## config.mk

```make
export PLATFORM = sky130hd
export DESIGN_NAME = eth_cfg_sequencer_flat
export DESIGN_NICKNAME = d
export VERILOG_FILES = /design/src/rtl/eth_cfg_sequencer_if.sv /design/src/rtl/eth_cfg_sequencer.sv /design/src/flat_wrapper.sv
export SDC_FILE = /design/constraint.sdc
export NUM_CORES = 1
export LEC_CHECK = 0
export ABC_AREA = 0
export BUFFER_PORTS_ARGS = -buffer_cell sky130_fd_sc_hd__clkbuf_2
export CAP_MARGIN = 10
export CORE_MARGIN = 2
export CORE_UTILIZATION = 49
export CTS_CLUSTER_SIZE = 8
export DETAILED_ROUTE_END_ITERATION = 8
export GPL_TIMING_DRIVEN = 1
export HOLD_SLACK_MARGIN = 0.03
export PLACE_DENSITY_LB_ADDON = 0.2
export SKIP_LAST_GASP = 1
export SYNTH_ARGS = -nofsm -noshare
export SYNTH_HDL_FRONTEND = slang
export SYNTH_SLANG_ARGS = --single-unit
```

## constraint.sdc

```tcl
create_clock -name cfg_clk -period 2.9 [get_ports cfg_clk]
set_input_delay 0.435 -clock cfg_clk [delete_from_list [all_inputs] [get_ports cfg_clk]]
set_output_delay 0.435 -clock cfg_clk [all_outputs]
set_load 0.03 [all_outputs]
```

## src/rtl/eth_cfg_sequencer_if.sv

```systemverilog
// Byte-wide configuration write port from the sequencer to the Ethernet MAC,
// including the RX enable that the sequencer gates around the write burst.
interface eth_cfg_sequencer_if;
    logic       cfg_valid;
    logic [4:0] cfg_addr;
    logic [7:0] cfg_wdata;
    logic       cfg_enable_rx;

    modport master (
        output cfg_valid,
        output cfg_addr,
        output cfg_wdata,
        output cfg_enable_rx
    );

    modport slave (
        input cfg_valid,
        input cfg_addr,
        input cfg_wdata,
        input cfg_enable_rx
    );
endinterface

```

## src/rtl/eth_cfg_sequencer.sv

```systemverilog
// Snapshots MAC/IP/UDP settings, holds MAC RX off while draining, streams every
// configuration byte over the cfg port, then hands RX enable back to rx_allow.
module eth_cfg_sequencer #(
    parameter int UDP_N      = 4,
    parameter int DRAIN_CYC  = 64,
    parameter int WR_GAP     = 0,
    parameter bit AUTO_START = 1'b1
) (
    input  logic                cfg_clk,
    input  logic                cfg_rst,
    input  logic                start,
    input  logic [47:0]         mac,
    input  logic [31:0]         ip,
    input  logic [16*UDP_N-1:0] udp_ports,
    input  logic                rx_allow,
    eth_cfg_sequencer_if.master cfg,
    output logic                busy,
    output logic                cfg_done
);
    localparam int TOTAL = 10 + 2 * UDP_N;
    localparam int IW    = $clog2(TOTAL + 1);

    localparam logic [IW-1:0] IP_BASE   = IW'(6);
    localparam logic [IW-1:0] UDP_BASE  = IW'(10);
    localparam logic [IW-1:0] TOTAL_IDX = IW'(TOTAL);

    localparam logic [2:0] ST_IDLE   = 3'd0;
    localparam logic [2:0] ST_DRAIN  = 3'd1;
    localparam logic [2:0] ST_WRITE  = 3'd2;
    localparam logic [2:0] ST_ENABLE = 3'd3;
    localparam logic [2:0] ST_DONE   = 3'd4;

    // The UDP byte index shares a 4-bit address field, so more than 8 ports cannot be addressed.
    if (UDP_N < 1 || UDP_N > 8 || DRAIN_CYC < 1 || DRAIN_CYC > 255 || WR_GAP < 0 || WR_GAP > 15) begin : g_bad_param
        $error("eth_cfg_sequencer: UDP_N 1..8, DRAIN_CYC 1..255, WR_GAP 0..15");
    end

    logic [2:0]         state_r;
    logic               pending_r;
    logic               auto_r;
    logic [7:0]         drain_cnt_r;
    logic [3:0]         gap_cnt_r;
    logic [IW-1:0]      idx_r;
    logic [47:0]        mac_r;
    logic [31:0]        ip_r;
    logic [16*UDP_N-1:0] udp_r;
    logic               valid_r;
    logic [4:0]         addr_r;
    logic [7:0]         wdata_r;
    logic               en_r;
    logic               busy_r;
    logic               done_r;

    logic [4:0]         wr_addr_s;
    logic [7:0]         wr_data_s;
    logic               trigger_s;
    logic               emit_s;

    // Address and data of the byte at the current list position
    always_comb begin
        wr_addr_s = 5'd0;
        wr_data_s = 8'd0;
        if (idx_r < IP_BASE) begin
            wr_addr_s = 5'(idx_r);
            wr_data_s = 8'(mac_r >> (8 * (5 - int'(idx_r))));
        end else if (idx_r < UDP_BASE) begin
            wr_addr_s = 5'(idx_r);
            wr_data_s = 8'(ip_r >> (8 * (9 - int'(idx_r))));
        end else begin
            // List position 10+2k+h maps to address 16+2k+h; high byte of port k comes first.
            wr_addr_s = 5'(int'(idx_r) + 6);
            wr_data_s = 8'(udp_r >> (8 * ((int'(idx_r) - 10) ^ 1)));
        end
    end

    // Sequence start and write-strobe decisions
    always_comb begin
        trigger_s = ((state_r == ST_IDLE) || (state_r == ST_DONE)) && (start || auto_r || pending_r);
        if (state_r == ST_DRAIN) begin
            emit_s = (drain_cnt_r == 8'(DRAIN_CYC - 1));
        end else if (state_r == ST_WRITE) begin
            emit_s = (idx_r != TOTAL_IDX) && (gap_cnt_r == 4'(WR_GAP));
        end else begin
            emit_s = 1'b0;
        end
    end

    // Sequencer state, configuration snapshot and registered port outputs
    always_ff @(posedge cfg_clk) begin
        if (cfg_rst) begin
            state_r     <= ST_IDLE;
            pending_r   <= 1'b0;
            auto_r      <= AUTO_START;
            drain_cnt_r <= 8'd0;
            gap_cnt_r   <= 4'd0;
            idx_r       <= '0;
            mac_r       <= 48'd0;
            ip_r        <= 32'd0;
            udp_r       <= '0;
            valid_r     <= 1'b0;
            addr_r      <= 5'd0;
            wdata_r     <= 8'd0;
            en_r        <= 1'b0;
            busy_r      <= 1'b0;
            done_r      <= 1'b0;
        end else begin
            valid_r <= 1'b0;
            if (start && busy_r) begin
                pending_r <= 1'b1;
            end
            if (emit_s) begin
                valid_r   <= 1'b1;
                addr_r    <= wr_addr_s;
                wdata_r   <= wr_data_s;
                idx_r     <= idx_r + IW'(1);
                gap_cnt_r <= 4'd0;
            end
            case (state_r)
                ST_IDLE, ST_DONE: begin
                    if (trigger_s) begin
                        state_r     <= ST_DRAIN;
                        busy_r      <= 1'b1;
                        done_r      <= 1'b0;
                        en_r        <= 1'b0;
                        pending_r   <= 1'b0;
                        auto_r      <= 1'b0;
                        drain_cnt_r <= 8'd0;
                        idx_r       <= '0;
                        mac_r       <= mac;
                        ip_r        <= ip;
                        udp_r       <= udp_ports;
                    end else if (state_r == ST_DONE) begin
                        en_r <= rx_allow;
                    end else begin
                        en_r <= 1'b0;
                    end
                end
                ST_DRAIN: begin
                    if (emit_s) begin
                        state_r <= ST_WRITE;
                    end else begin
                        drain_cnt_r <= drain_cnt_r + 8'd1;
                    end
                end
                ST_WRITE: begin
                    if (idx_r == TOTAL_IDX) begin
                        state_r <= ST_ENABLE;
                    end else if (!emit_s) begin
                        gap_cnt_r <= gap_cnt_r + 4'd1;
                    end
                end
                ST_ENABLE: begin
                    state_r <= ST_DONE;
                    // A queued request passes straight through DONE with RX still held off.
                    if (pending_r || start) begin
                        pending_r <= 1'b1;
                    end else begin
                        busy_r <= 1'b0;
                        done_r <= 1'b1;
                        en_r   <= rx_allow;
                    end
                end
                default: begin
                    state_r <= ST_IDLE;
                    busy_r  <= 1'b0;
                    en_r    <= 1'b0;
                end
            endcase
        end
    end

    assign cfg.cfg_valid     = valid_r;
    assign cfg.cfg_addr      = addr_r;
    assign cfg.cfg_wdata     = wdata_r;
    assign cfg.cfg_enable_rx = en_r;
    assign busy              = busy_r;
    assign cfg_done          = done_r;
endmodule

```

## src/flat_wrapper.sv

```systemverilog
// flat-port wrapper written by rule: the top's interface ports become plain ports
module eth_cfg_sequencer_flat 
#(
    parameter int UDP_N      = 4,
    parameter int DRAIN_CYC  = 64,
    parameter int WR_GAP     = 0,
    parameter bit AUTO_START = 1'b1
)
  (cfg_clk, cfg_rst, start, mac, ip, udp_ports, rx_allow, busy, cfg_done, cfg_cfg_valid, cfg_cfg_addr, cfg_cfg_wdata, cfg_cfg_enable_rx);
  eth_cfg_sequencer_if cfg_i ();
  input  logic cfg_clk;
  input  logic cfg_rst;
  input  logic start;
  input  logic [47:0] mac;
  input  logic [31:0] ip;
  input  logic [16*UDP_N-1:0] udp_ports;
  input  logic rx_allow;
  output logic busy;
  output logic cfg_done;
  output wire logic [$bits(cfg_i.cfg_valid)-1:0] cfg_cfg_valid;
  output wire logic [$bits(cfg_i.cfg_addr)-1:0] cfg_cfg_addr;
  output wire logic [$bits(cfg_i.cfg_wdata)-1:0] cfg_cfg_wdata;
  output wire logic [$bits(cfg_i.cfg_enable_rx)-1:0] cfg_cfg_enable_rx;
  assign cfg_cfg_valid = cfg_i.cfg_valid;
  assign cfg_cfg_addr = cfg_i.cfg_addr;
  assign cfg_cfg_wdata = cfg_i.cfg_wdata;
  assign cfg_cfg_enable_rx = cfg_i.cfg_enable_rx;
  eth_cfg_sequencer #(.UDP_N(UDP_N), .DRAIN_CYC(DRAIN_CYC), .WR_GAP(WR_GAP), .AUTO_START(AUTO_START)) u_core (.cfg_clk(cfg_clk), .cfg_rst(cfg_rst), .start(start), .mac(mac), .ip(ip), .udp_ports(udp_ports), .rx_allow(rx_allow), .cfg(cfg_i), .busy(busy), .cfg_done(cfg_done));
endmodule
```

==> results by group <==
Outcome
  – Status: completed

Placement
  – Port Buf Inserts: between 150 and 200
  – DP HPWL: around 14000 um
  – DP Cell Count: approximately 1300
  – Routability cong.: roughly 0.8
  – Pre-CTS setup slack: about 660 ps

Setup path
  – Crit-path cells: clkinv_1 > ha_1 > mux4_2 > a21oi_1 > o221ai_1
  – Max incr delay on CP: about 680 ps
  – Critical Path End Type: flip-flop
  – Crit-path slowest cell: ha_1
  – CP Data Arrival Time: around 2500 ps
  – Crit path required time: roughly 3200 ps
  – Top Family by Delay on Critical Path: adder cells
  – Critical Path Fanout Max: 12
  – Startpoint types: flip-flop
  – Worst Path Buf+Inv: 1
  – WS Path Type: flip-flop to flip-flop

Timing
  – Max Fclk: roughly 0.44 GHz
  – Final setup fails: 0
  – Setup WS post-layout: about 650 ps
  – Setup TNS: 0 ps
  – Final Cycle Share: 0.777
  – Slew headroom: 0.532
  – Final Hold Vio Count: 0
  – Period minus WS final: ~2300 ps
  – Pins over their slew limit: 0
  – Final hold slack: 219 ps
  – RSZ-0062 raised after global routing: false
  – Setup Skew: about 8.4 ps
  – Slew @ Worst Pin: between 600 and 700 ps

Synthesis
  – Synthesized area: about 7900 um2
  – Count of unique library cells instantiated by Yosys: 54
  – Synth area leaders: dfxtp_1, nand2_1, a21oi_1
  – Seq/Total Area, Yosys: 0.461
  – Most common flop cell mapped by yosys: dfxtp_1
  – Share of the synthesized area in the top cell type: 0.461
  – Post-synth EDFFs: 0
  – Syn Area/Cell: 8.48 um2
  – Synth cell count leaders: nand2_1, dfxtp_1, a21oi_1, nor2_1, clkbuf_1
  – Synth Register Bits: between 150 and 200
  – Synth Instances: around 940
  – Net Count, Synth: ~1100
  – Area leader, netlist: dfxtp_1
  – Most common cell in the synthesized netlist: nand2_1
  – Ys Warns: 0
  – FFs w/ async S/R, synth: 0

Routing
  – Avg Vias per Cell: slightly above 5
  – Average wire per standard cell: 15.2 um
  – Initial DRC Count: 485
  – DRT Wirelength: roughly 20000 um
  – # DRC: 0
  – Vias: between 6000 and 7000
  – DRT Pass-1 Iters: 5
  – DRT antenna net count: 0

Cells and area
  – Share of cells above drive strength 1: 0.232
  – Post-route core utilization: 0.593
  – FF+latch area: roughly 3700 um2
  – Layout Cells excl Fill: approximately 1300
  – Antenna diodes: 0
  – Filler cells: between 1000 and 1500
  – Final #Nets: around 1200
  – Area Overhead vs Synth: 18.7%
  – Area of the multi-input gates: around 3900 um2

Power
  – Lkg Pwr: 3.76 nW
  – Cell Pwr Density: approximately 750 nW/um2
  – NetSw: 2.25 mW
  – Clock share of power: 0.323
  – Combinational share of power: 0.241
  – Int Power: 4.84 mW
  – Peak supply drop: ~0.73 mV
  – Switching share of power: 0.318
  – Sequential power share: 0.437

CTS
  – Max Root-Sink Buffers: 2
  – # Post-CTS Setup Buffers: 0
  – H-tree depth: 4
  – CTS root buf: clkbuf_16
  – Num CTS Buffers: 17
  – Cts hold-fix bufs: 0
  – # clock sinks: 183
  – PostCTS Resize Cnt: 0
  – CTS tree: yes
  – Skew-Pair Late Insertion Delay: 430 ps
  – Clock transition at the registers of the reported paths: roughly 70 ps

Global route
  – Vias in the first global route: 6379
  – Total grt overflow: 0
  – First-pass GRT wire length: between 30000 and 40000 um
  – Initial antenna violation count: 0
  – Largest net degree at the start of global routing: between 150 and 200
  – Total Routing Usage GR: 0.230

Floorplan
  – Die area: approximately 17000 um2
  – I/O pin cnt: approximately 170
  – # rows: 46
  – Die Ht: between 100 and 150 um
  – DIE WIDTH: roughly 130 um
  – Core ar.: between 15000 and 20000 um2
  – Starting density of the core: 0.500

Flow run
  – Max cap viols: 0

Min path
  – Worst min-delay path category: input pin to flip-flop
==> through the flow <==
step | total power, mW | instance area (um2)
detailed placement | 4.87 | 8850
global placement | 4.84 | 8850
CTS | 7.14 | 9430
floorplan | 4.36 | 7940
global route | 7.47 | 9430
finish | 7.10 | 9430
==> metal layers <==
metal,share of wire,routed length [um],up-vias,track usage
met5,0,0,-,0
met4,0.014,267,0,0.0586
met3,0.042,831,21,0.0448
met2,0.49,9550,155,0.381
met1,0.46,8950,3102,0.311
li1,-,-,3419,-
==> cell type report <==
type                    count  area share
well taps                 216      0.0287
multi-input cells         659       0.411
inverters                  26      0.0104
clock inverters             9      0.0123
repair buffers            174      0.0993
clock buffers              22      0.0492
flip-flops and latches    183       0.389
==> final timing paths <==
path	startpoint	slack (ps)	endpoint	cells past startpoint
setup reg to reg	u_core.idx_r[1]$_SDFF_PP0_	650	u_core.cfg.cfg_wdata[7]$_SDFFE_PP0N_	5
hold / removal	udp_ports[39]	220	u_core.udp_r[39]$_SDFFE_PP0P_	3
hold reg to reg	u_core.ip_r[1]$_SDFFE_PP0P_	450	u_core.ip_r[1]$_SDFFE_PP0P_	2
setup / recovery	u_core.idx_r[1]$_SDFF_PP0_	650	u_core.cfg.cfg_wdata[7]$_SDFFE_PP0N_	5
==> cell families after synthesis <==
family / synth area share
and+or+nand+nor: 0.198
AOI/OAI and AO/OA: 0.149
DFF: 0.461
buffers and inverters: 0.0520
muxes: 0.115
xor gates and xnor gates: 0.0121
adders and majority gates: 0.0126
==> cells in the final DEF (no fill, tap or decap), drive strengths merged, types with 2 or more instances in the layout <==
cell type    n
a21oi      160
o21ai        7
o221ai       8
and3         2
and4bb       2
dfxtp      183
o21a         2
inv         28
mux2i       19
nor3         5
or3          2
o22ai        8
bufinv       2
clkbuf     185
ha           8
buf         11
a211oi      11
mux4        32
clkinv       4
nand2b       4
a21o         2
xnor2       10
nand3b       3
nand2      306
nand3        8
a41o         2
nor2        38
a31oi        3
==> power by group through the flow <==
stage	Sequential, mW	Clock (mW)	Combinational [mW]
final	3.10	2.29	1.71
after global routing	3.14	2.43	1.90
after global placement	3.14	0	1.70
after detailed placement	3.15	0	1.72
after floorplan	3.11	0	1.26
after CTS	3.10	2.32	1.73
==> registers in the layout (all words and copies together) (netlist names) <==
| name | flops |
|---|---|
| u_core.cfg_done | 1 |
| u_core.cfg.cfg_addr | 5 |
| u_core.gap_cnt_r | 4 |
| u_core.ip_r | 32 |
| u_core.udp_r | 64 |
| u_core.cfg.cfg_valid | 1 |
| u_core.pending_r | 1 |
| u_core.cfg.cfg_enable_rx | 1 |
| u_core.idx_r | 5 |
| u_core.drain_cnt_r | 8 |
| u_core.auto_r | 1 |
| u_core.state_r | 3 |
| u_core.mac_r | 48 |
| u_core.cfg.cfg_wdata | 8 |
| u_core.busy | 1 |
==> worst reg2reg max path, stage by stage, from the launching register on <==
cell	delay (ps)
dfxtp_2	360
clkinv_1	240
ha_1	680
mux4_2	560
a21oi_1	170
o221ai_1	120
Power figures use the tool's default switching activity.
